File: src/rtl/mem_port_arbiter.sv
// mem_port_arbiter: shares the single unified instruction/data memory port
// of the multicycle core between the core and the program loader/DMA.
// Round-robin grant, one access in flight, operands captured at grant,
// variable-latency completion through mem_ready_i.
//
// Ports:
//   clk_i, reset_ni          clock, asynchronous active-low reset
//   core_req/we/addr/wdata_i core request side, held until core_done_o
//   core_done_o/rdata_o      one-cycle completion pulse and read data
//   ldr_req/we/addr/wdata_i  loader request side, held until ldr_done_o
//   ldr_done_o/rdata_o       one-cycle completion pulse and read data
//   mem_req/we/addr/wdata_o  memory access strobe and operands
//   mem_ready_i, mem_rdata_i memory completion and read data
//   owner_o, busy_o          current owner (0 core, 1 loader), not idle
//   err_o, timeout_flag_o    aborted access, sticky abort indicator
//
// Build option: define MEM_ARB_TIMEOUT_EN to abort an access that sees no
// mem_ready_i for TIMEOUT_CYCLES cycles; otherwise ACCESS waits forever.
module mem_port_arbiter #(
    parameter int unsigned AW             = 32,
    parameter int unsigned DW             = 32,
    parameter int unsigned TIMEOUT_CYCLES = 255
) (
    input  logic          clk_i,
    input  logic          reset_ni,
    input  logic          core_req_i,
    input  logic          core_we_i,
    input  logic [AW-1:0] core_addr_i,
    input  logic [DW-1:0] core_wdata_i,
    output logic          core_done_o,
    output logic [DW-1:0] core_rdata_o,
    input  logic          ldr_req_i,
    input  logic          ldr_we_i,
    input  logic [AW-1:0] ldr_addr_i,
    input  logic [DW-1:0] ldr_wdata_i,
    output logic          ldr_done_o,
    output logic [DW-1:0] ldr_rdata_o,
    output logic          mem_req_o,
    output logic          mem_we_o,
    output logic [AW-1:0] mem_addr_o,
    output logic [DW-1:0] mem_wdata_o,
    input  logic          mem_ready_i,
    input  logic [DW-1:0] mem_rdata_i,
    output logic          owner_o,
    output logic          busy_o,
    output logic          err_o,
    output logic          timeout_flag_o
);

    typedef enum logic [1:0] {
        IDLE   = 2'd0,
        ACCESS = 2'd1,
        DONE   = 2'd2
    } state_e;

    state_e        state_q;
    logic          last_q;
    logic          owner_q;
    logic          we_q;
    logic [AW-1:0] addr_q;
    logic [DW-1:0] wdata_q;
    logic          core_done_q;
    logic          ldr_done_q;
    logic [DW-1:0] core_rdata_q;
    logic [DW-1:0] ldr_rdata_q;
    logic          err_q;
    logic          tflag_q;

    logic          pick_ldr;
    logic          abort;
    logic          in_access;
    logic [DW-1:0] rd_capture;

    // On a tie the side that was not served last wins.
    assign pick_ldr   = ldr_req_i & (~core_req_i | ~last_q);
    assign in_access  = (state_q == ACCESS);
    // Writes complete with zero read data; an abort also returns zero.
    assign rd_capture = (mem_ready_i & ~we_q) ? mem_rdata_i : '0;

`ifdef MEM_ARB_TIMEOUT_EN
    localparam int unsigned CW = $clog2(TIMEOUT_CYCLES + 1);

    logic [CW-1:0] cnt_q;

    // A ready arriving on the limit cycle still completes normally.
    assign abort = in_access & ~mem_ready_i & (cnt_q == CW'(TIMEOUT_CYCLES));

    always_ff @(posedge clk_i or negedge reset_ni) begin
        if (!reset_ni) begin
            cnt_q <= '0;
        end else if (!in_access) begin
            cnt_q <= '0;
        end else if (!mem_ready_i && !abort) begin
            cnt_q <= cnt_q + CW'(1);
        end
    end
`else
    logic unused_timeout;

    assign unused_timeout = |TIMEOUT_CYCLES;
    assign abort          = 1'b0;
`endif

    always_ff @(posedge clk_i or negedge reset_ni) begin
        if (!reset_ni) begin
            state_q      <= IDLE;
            last_q       <= 1'b1;
            owner_q      <= 1'b0;
            we_q         <= 1'b0;
            addr_q       <= '0;
            wdata_q      <= '0;
            core_done_q  <= 1'b0;
            ldr_done_q   <= 1'b0;
            core_rdata_q <= '0;
            ldr_rdata_q  <= '0;
            err_q        <= 1'b0;
            tflag_q      <= 1'b0;
        end else begin
            unique case (state_q)
                IDLE: begin
                    if (core_req_i || ldr_req_i) begin
                        owner_q <= pick_ldr;
                        we_q    <= pick_ldr ? ldr_we_i    : core_we_i;
                        addr_q  <= pick_ldr ? ldr_addr_i  : core_addr_i;
                        wdata_q <= pick_ldr ? ldr_wdata_i : core_wdata_i;
                        state_q <= ACCESS;
                    end
                end
                ACCESS: begin
                    if (mem_ready_i || abort) begin
                        core_done_q <= ~owner_q;
                        ldr_done_q  <= owner_q;
                        if (owner_q) begin
                            ldr_rdata_q <= rd_capture;
                        end else begin
                            core_rdata_q <= rd_capture;
                        end
                        err_q <= abort;
                        if (abort) begin
                            tflag_q <= 1'b1;
                        end
                        state_q <= DONE;
                    end
                end
                DONE: begin
                    core_done_q  <= 1'b0;
                    ldr_done_q   <= 1'b0;
                    core_rdata_q <= '0;
                    ldr_rdata_q  <= '0;
                    err_q        <= 1'b0;
                    last_q       <= owner_q;
                    state_q      <= IDLE;
                end
                default: begin
                    state_q <= IDLE;
                end
            endcase
        end
    end

    assign mem_req_o      = in_access;
    assign mem_we_o       = in_access & we_q;
    assign mem_addr_o     = in_access ? addr_q  : '0;
    assign mem_wdata_o    = in_access ? wdata_q : '0;
    assign core_done_o    = core_done_q;
    assign core_rdata_o   = core_rdata_q;
    assign ldr_done_o     = ldr_done_q;
    assign ldr_rdata_o    = ldr_rdata_q;
    assign owner_o        = owner_q;
    assign busy_o         = (state_q != IDLE);
    assign err_o          = err_q;
    assign timeout_flag_o = tflag_q;

endmodule

File: config.mk
export PLATFORM = sky130hd
export DESIGN_NAME = mem_port_arbiter
export DESIGN_NICKNAME = d
export VERILOG_FILES = /design/src/rtl/mem_port_arbiter.sv
export SDC_FILE = /design/constraint.sdc
export NUM_CORES = 1
export LEC_CHECK = 0
export CAP_MARGIN = 20
export CORE_ASPECT_RATIO = 0.8
export CORE_MARGIN = 2
export CORE_UTILIZATION = 25
export DETAILED_ROUTE_END_ITERATION = 12
export GPL_ROUTABILITY_DRIVEN = 0
export PLACE_DENSITY = 0.64
export REMOVE_ABC_BUFFERS = 1
export SKIP_CTS_REPAIR_TIMING = 1
export SYNTH_ARGS = -nofsm -noshare
export SYNTH_HDL_FRONTEND = slang
export SYNTH_SLANG_ARGS = --single-unit
File: constraint.sdc
create_clock -name clk_i -period 3.9 [get_ports clk_i]
set_clock_uncertainty 0.2 [all_clocks]
set_input_delay 0.39 -clock clk_i [delete_from_list [all_inputs] [get_ports clk_i]]
set_output_delay 0.39 -clock clk_i [all_outputs]
set_load 0.005 [all_outputs]
Word-level counts from Yosys, hierarchy flattened:

Index checks and enable logic that the tools add are counted.

* multiplexer cells: 21
* bitwise gates (word level): 8
* equal/unequal tests: 6
* reductions and logical operators: 9

Operators with widths (count)
* $mux 32: 9
* $pmux 32 s2: 2
* $ne 2x2->1 const B: 4
* $pmux 1 s2: 3
* $reduce_and 2->1: 3
* $reduce_and 3->1: 2
* $mux 1: 4
* $mux 2: 2
* $not 1->1: 4
* $pmux 2 s2: 1
* $reduce_bool 2->1: 2
* $and 1x1->1: 3
* $eq 2x1->1 const B: 1
* $eq 2x2->1 const B: 1
* $logic_not 2->1: 1
* $logic_or 1x1->1: 1
* $or 1x1->1: 1

* input bits: 167
* output and inout port bits: 136
* flip-flop bits (word level): 136
* word-level logic and storage cells: 55

Logic depth before layout (Yosys ltp):

* word-level depth: 6
* depth in mapped cells: 6
* mapped depth without buffers: 3

Worst setup path before layout:

Ideal clock, no wire load.

* path kind: register to output
* start point: reg state_q[1]
* end point: out mem_addr_o[23]
* path slack: 2.059 ns
* cell stages (with the launch flop): 6
* arrival: 1.251 ns
* path buffers: 3
* required time: 3.310 ns
* cell sequence: dfrtp_1 -> buf_2 -> nor2_1 -> clkbuf_1 -> clkbuf_1 -> and2_1

* longest elaborated chain between the ends: 2

RTL lines
* start, declared: RTL line 56 `state_e state_q;`
* start signal, assigned: RTL line 106 `state_q <= IDLE;`
* start signal, assigned: RTL line 126 `state_q <= ACCESS;`
* start signal, assigned: RTL line 142 `state_q <= DONE;`
* $eq 2x1->1: RTL line 76 `assign in_access = (state_q == ACCESS);`
* $mux 32: RTL line 163 `assign mem_addr_o = in_access ? addr_q : '0;`
* end, declared: RTL line 40 `output logic [AW-1:0] mem_addr_o,`

Every way passes these cells.

Final worst setup path:

* start point: reg state_q[0]
* end point: out mem_addr_o[17]

The elaborated chain is that of the path after synthesis.

==> impl_results.md <==
* Status: finished, final reports clean
* Vias per inst at 4.27
* Max Transition Viols Final at 0
* Top-area cell type share of the netlist area at 0.494
* IO buf count at 300
* Relative slew slack at 0.341
* CP Data Arrival Time at 2.38 ns
* Syn Inst Count at 560
* P per Cell Area at 727 nW/µm²
* Grt total ovfl at 0
* DRT Pass-1 Iters at 4
* Worst Path Required at 3.31 ns
* Top cells by area, synth: dfrtp_1 (49%), mux2_4 (15%), mux2_2 (10%)
* CTS root buf: clkbuf_16
* CP Capture Type: output pin
* Vias in the first global route at 5,372
* Final hold violations at 0
* Clock-pin transition on the worst setup and hold timing paths at 0.06 ns
* DRT iter0 DRCs at 158
* DRC violations left at 0
* Global-route wire length before repair at 30.6 mm
* Deepest clock path buffer count at 2
* Die area at 28,500 µm²
* Worst Tran Pin Value at 0.989 ns
* Reg2Reg Capture Point: core_rdata_o[10]$_DFFE_PN0P_
* WHS Endpoint: ldr_rdata_o[31]$_DFFE_PN0P_
* Lkg Pwr at 4.51 nW
* Die Height at 151 µm
* Critical path class: flop to output pin
* Max Freq at 0.337 GHz
* Num CTS Buffers at 17
* Syn Std Cell Area at 6790 µm²
* Endpoints failing setup at 0
* Core Region at 26,500 µm²
* Fin crit share at 0.761
* Row count at 53
* Largest net degree at the start of global routing at 70
* I/O pins at 303
* Worst Hold Class: flop to flop
* Drt wl/cell at 16.3 µm
* Worst-Skew Late Latency at 0.41 ns
* Maxcap violations at 0
* Post-DP HPWL at 14.1 mm
* Number of synthesized register bits at 135
* Maximum vdd drop at 427 µV
* GRT Util Overall at 0.139
* Area leader, netlist: dfrtp_1
* Largest fanout on the critical path at 67
* Startpoint Class: flop
* Area growth syn-to-layout at 58.9%
* Hold depth at 2
* Fin cells at 1,220
* Placed cell area at 10,100 µm²
* Final Total Pwr at 0.00783 W
* Synth Warn # at 0
* Sequential area share after synthesis at 0.498
* DIE WIDTH at 188 µm
* Via Count at 5,209
* Final instance area at 10,800 µm²
* Nets at 1,016
* Avg Inst Size Synth at 12.1 µm²
* Inst Count DP at 1,186
* TNS Setup at 0 ns
* Initial antenna violation count at 0
* CTS Sinks at 135
* Final core utilization at 0.407
* Starting Density at 0.256
* Fillers at 2,509
* Hold Crit Start: ldr_rdata_o[31]$_DFFE_PN0P_
* RSZ-0062 raised after global routing: false
* Count of different cell masters after synthesis at 29
* Crit path time final at 2.97 ns
* H-tree Lvls at 4
* Layout cells sized above 1 at 0.213
* Reg2reg setup slack at 1.42 ns
* CTS tree: done
* Final WL at 19.9 mm
* R2R Path Start: state_q[1]$_DFFE_PN0P_
* Antenna Nets Post-Route at 0
* R2R depth at 4
## synth_stat cells
library cell	count
o2bb2ai_1	2
nand2_1	2
nor2_1	3
nand2b_1	33
conb_1	1
mux2_4	70
mux2i_1	1
buf_4	5
nand4bb_1	1
dfrtp_1	134
inv_2	1
o21ai_0	65
buf_2	5
clkbuf_1	22
nor2_4	1
buf_6	6
nand3_1	64
buf_8	3
or2_1	1
a21o_1	1
a2bb2oi_1	2
buf_1	6
dfstp_2	1
o21a_1	1
nand4b_1	1
a21bo_2	1
inv_1	2
and2_1	65
mux2_2	60
## metal layers
layer	GRT usage	share of wire	up-vias	routed length [µm]
li1	-	-	2513	-
met1	0.179	0.46	2525	9050
met2	0.227	0.48	153	9480
met3	0.0357	0.051	18	1010
met4	0.0500	0.017	0	343
met5	0	0	-	0
## worst max-delay path, stage by stage (launching register included)
cell	delay (ns)
dfrtp_1	0.46
inv_2	0.09
nor2_4	0.10
buf_4	0.46
and2_1	0.22
clkdlybuf4s50_1	0.56
## stage by stage
stage	setup slack (ns)	hold slack, ns
6_report	0.931	0.296
2_1_floorplan	1.15	-0.106
3_5_place_dp	1.06	0.245
5_1_grt	0.782	0.308
4_1_cts	0.882	-0.213
3_3_place_gp	1.09	0.247
## worst max-delay path by stage
| stage | endpoint | slack (ns) | startpoint |
|---|---|---|---|
| finish | mem_addr_o[17] | 0.93 | state_q[0]$_DFFE_PN0P_ |
| global route | mem_addr_o[17] | 0.78 | state_q[0]$_DFFE_PN0P_ |
| CTS | mem_addr_o[17] | 0.88 | state_q[0]$_DFFE_PN0P_ |
| detailed placement | core_rdata_o[10]$_DFFE_PN0P_ | 1.06 | mem_ready_i |
| global placement | core_rdata_o[10]$_DFFE_PN0P_ | 1.09 | mem_ready_i |
| floorplan | addr_q[0]$_DFFE_PN0P_ | 1.15 | state_q[0]$_DFFE_PN0P_ |
## sequential cells by signal, summed over array words and instances (netlist names)
name          count
we_q              1
ldr_rdata_o      32
ldr_done_o        1
owner_o           1
core_done_o       1
core_rdata_o     32
last_q            1
addr_q           32
state_q           2
wdata_q          32
## power breakdown
| group | internal (W) | total (W) | switching, W |
|---|---|---|---|
| clock | 0.00110 | 0.00173 | 0.000633 |
| sequential | 0.00209 | 0.00245 | 0.000361 |
| combinational | 0.00228 | 0.00365 | 0.00138 |
| total | 0.00546 | 0.00783 | 0.00237 |
## cell type report
type / instances / area (µm²) / area share
tap: 357 / 447 / 0.0414
antenna: 1 / 2.50 / 0.000232
sequential: 135 / 3380 / 0.313
inverter: 3 / 11.3 / 0.00104
timing repair buffer: 316 / 3160 / 0.293
clock inverter: 9 / 139 / 0.0129
clock buffer: 23 / 498 / 0.0462
multi-input combinational: 376 / 3140 / 0.291
## cells in the final DEF, fill, tap and decap left out, types with 2 or more instances in the layout
master / instances
mux2_4: 70
nand3_1: 64
clkinvlp_4: 3
clkbuf_8: 5
bufinv_16: 3
buf_12: 3
clkinv_4: 2
dfrtp_1: 134
a2bb2oi_1: 2
clkbuf_16: 17
nand2_1: 2
inv_1: 2
nand2b_1: 32
clkdlybuf4s50_1: 299
and2_1: 65
nor2_4: 2
o21ai_0: 65
o2bb2ai_1: 2
mux2_2: 60
nor2_1: 2
conb_1: 2
buf_4: 12
## logic make-up (layout without fill, tap and decap cells)
family,after synthesis,after routing,share of synthesized area
other,1,3,0.000553
buffers and inverters,50,351,0.0430
AO/OA/AOI/OAI,72,72,0.0568
flip-flops,135,135,0.498
AND/OR/NAND/NOR,171,171,0.146
multiplexers,131,131,0.256
(Power assumes the default switching activity.)
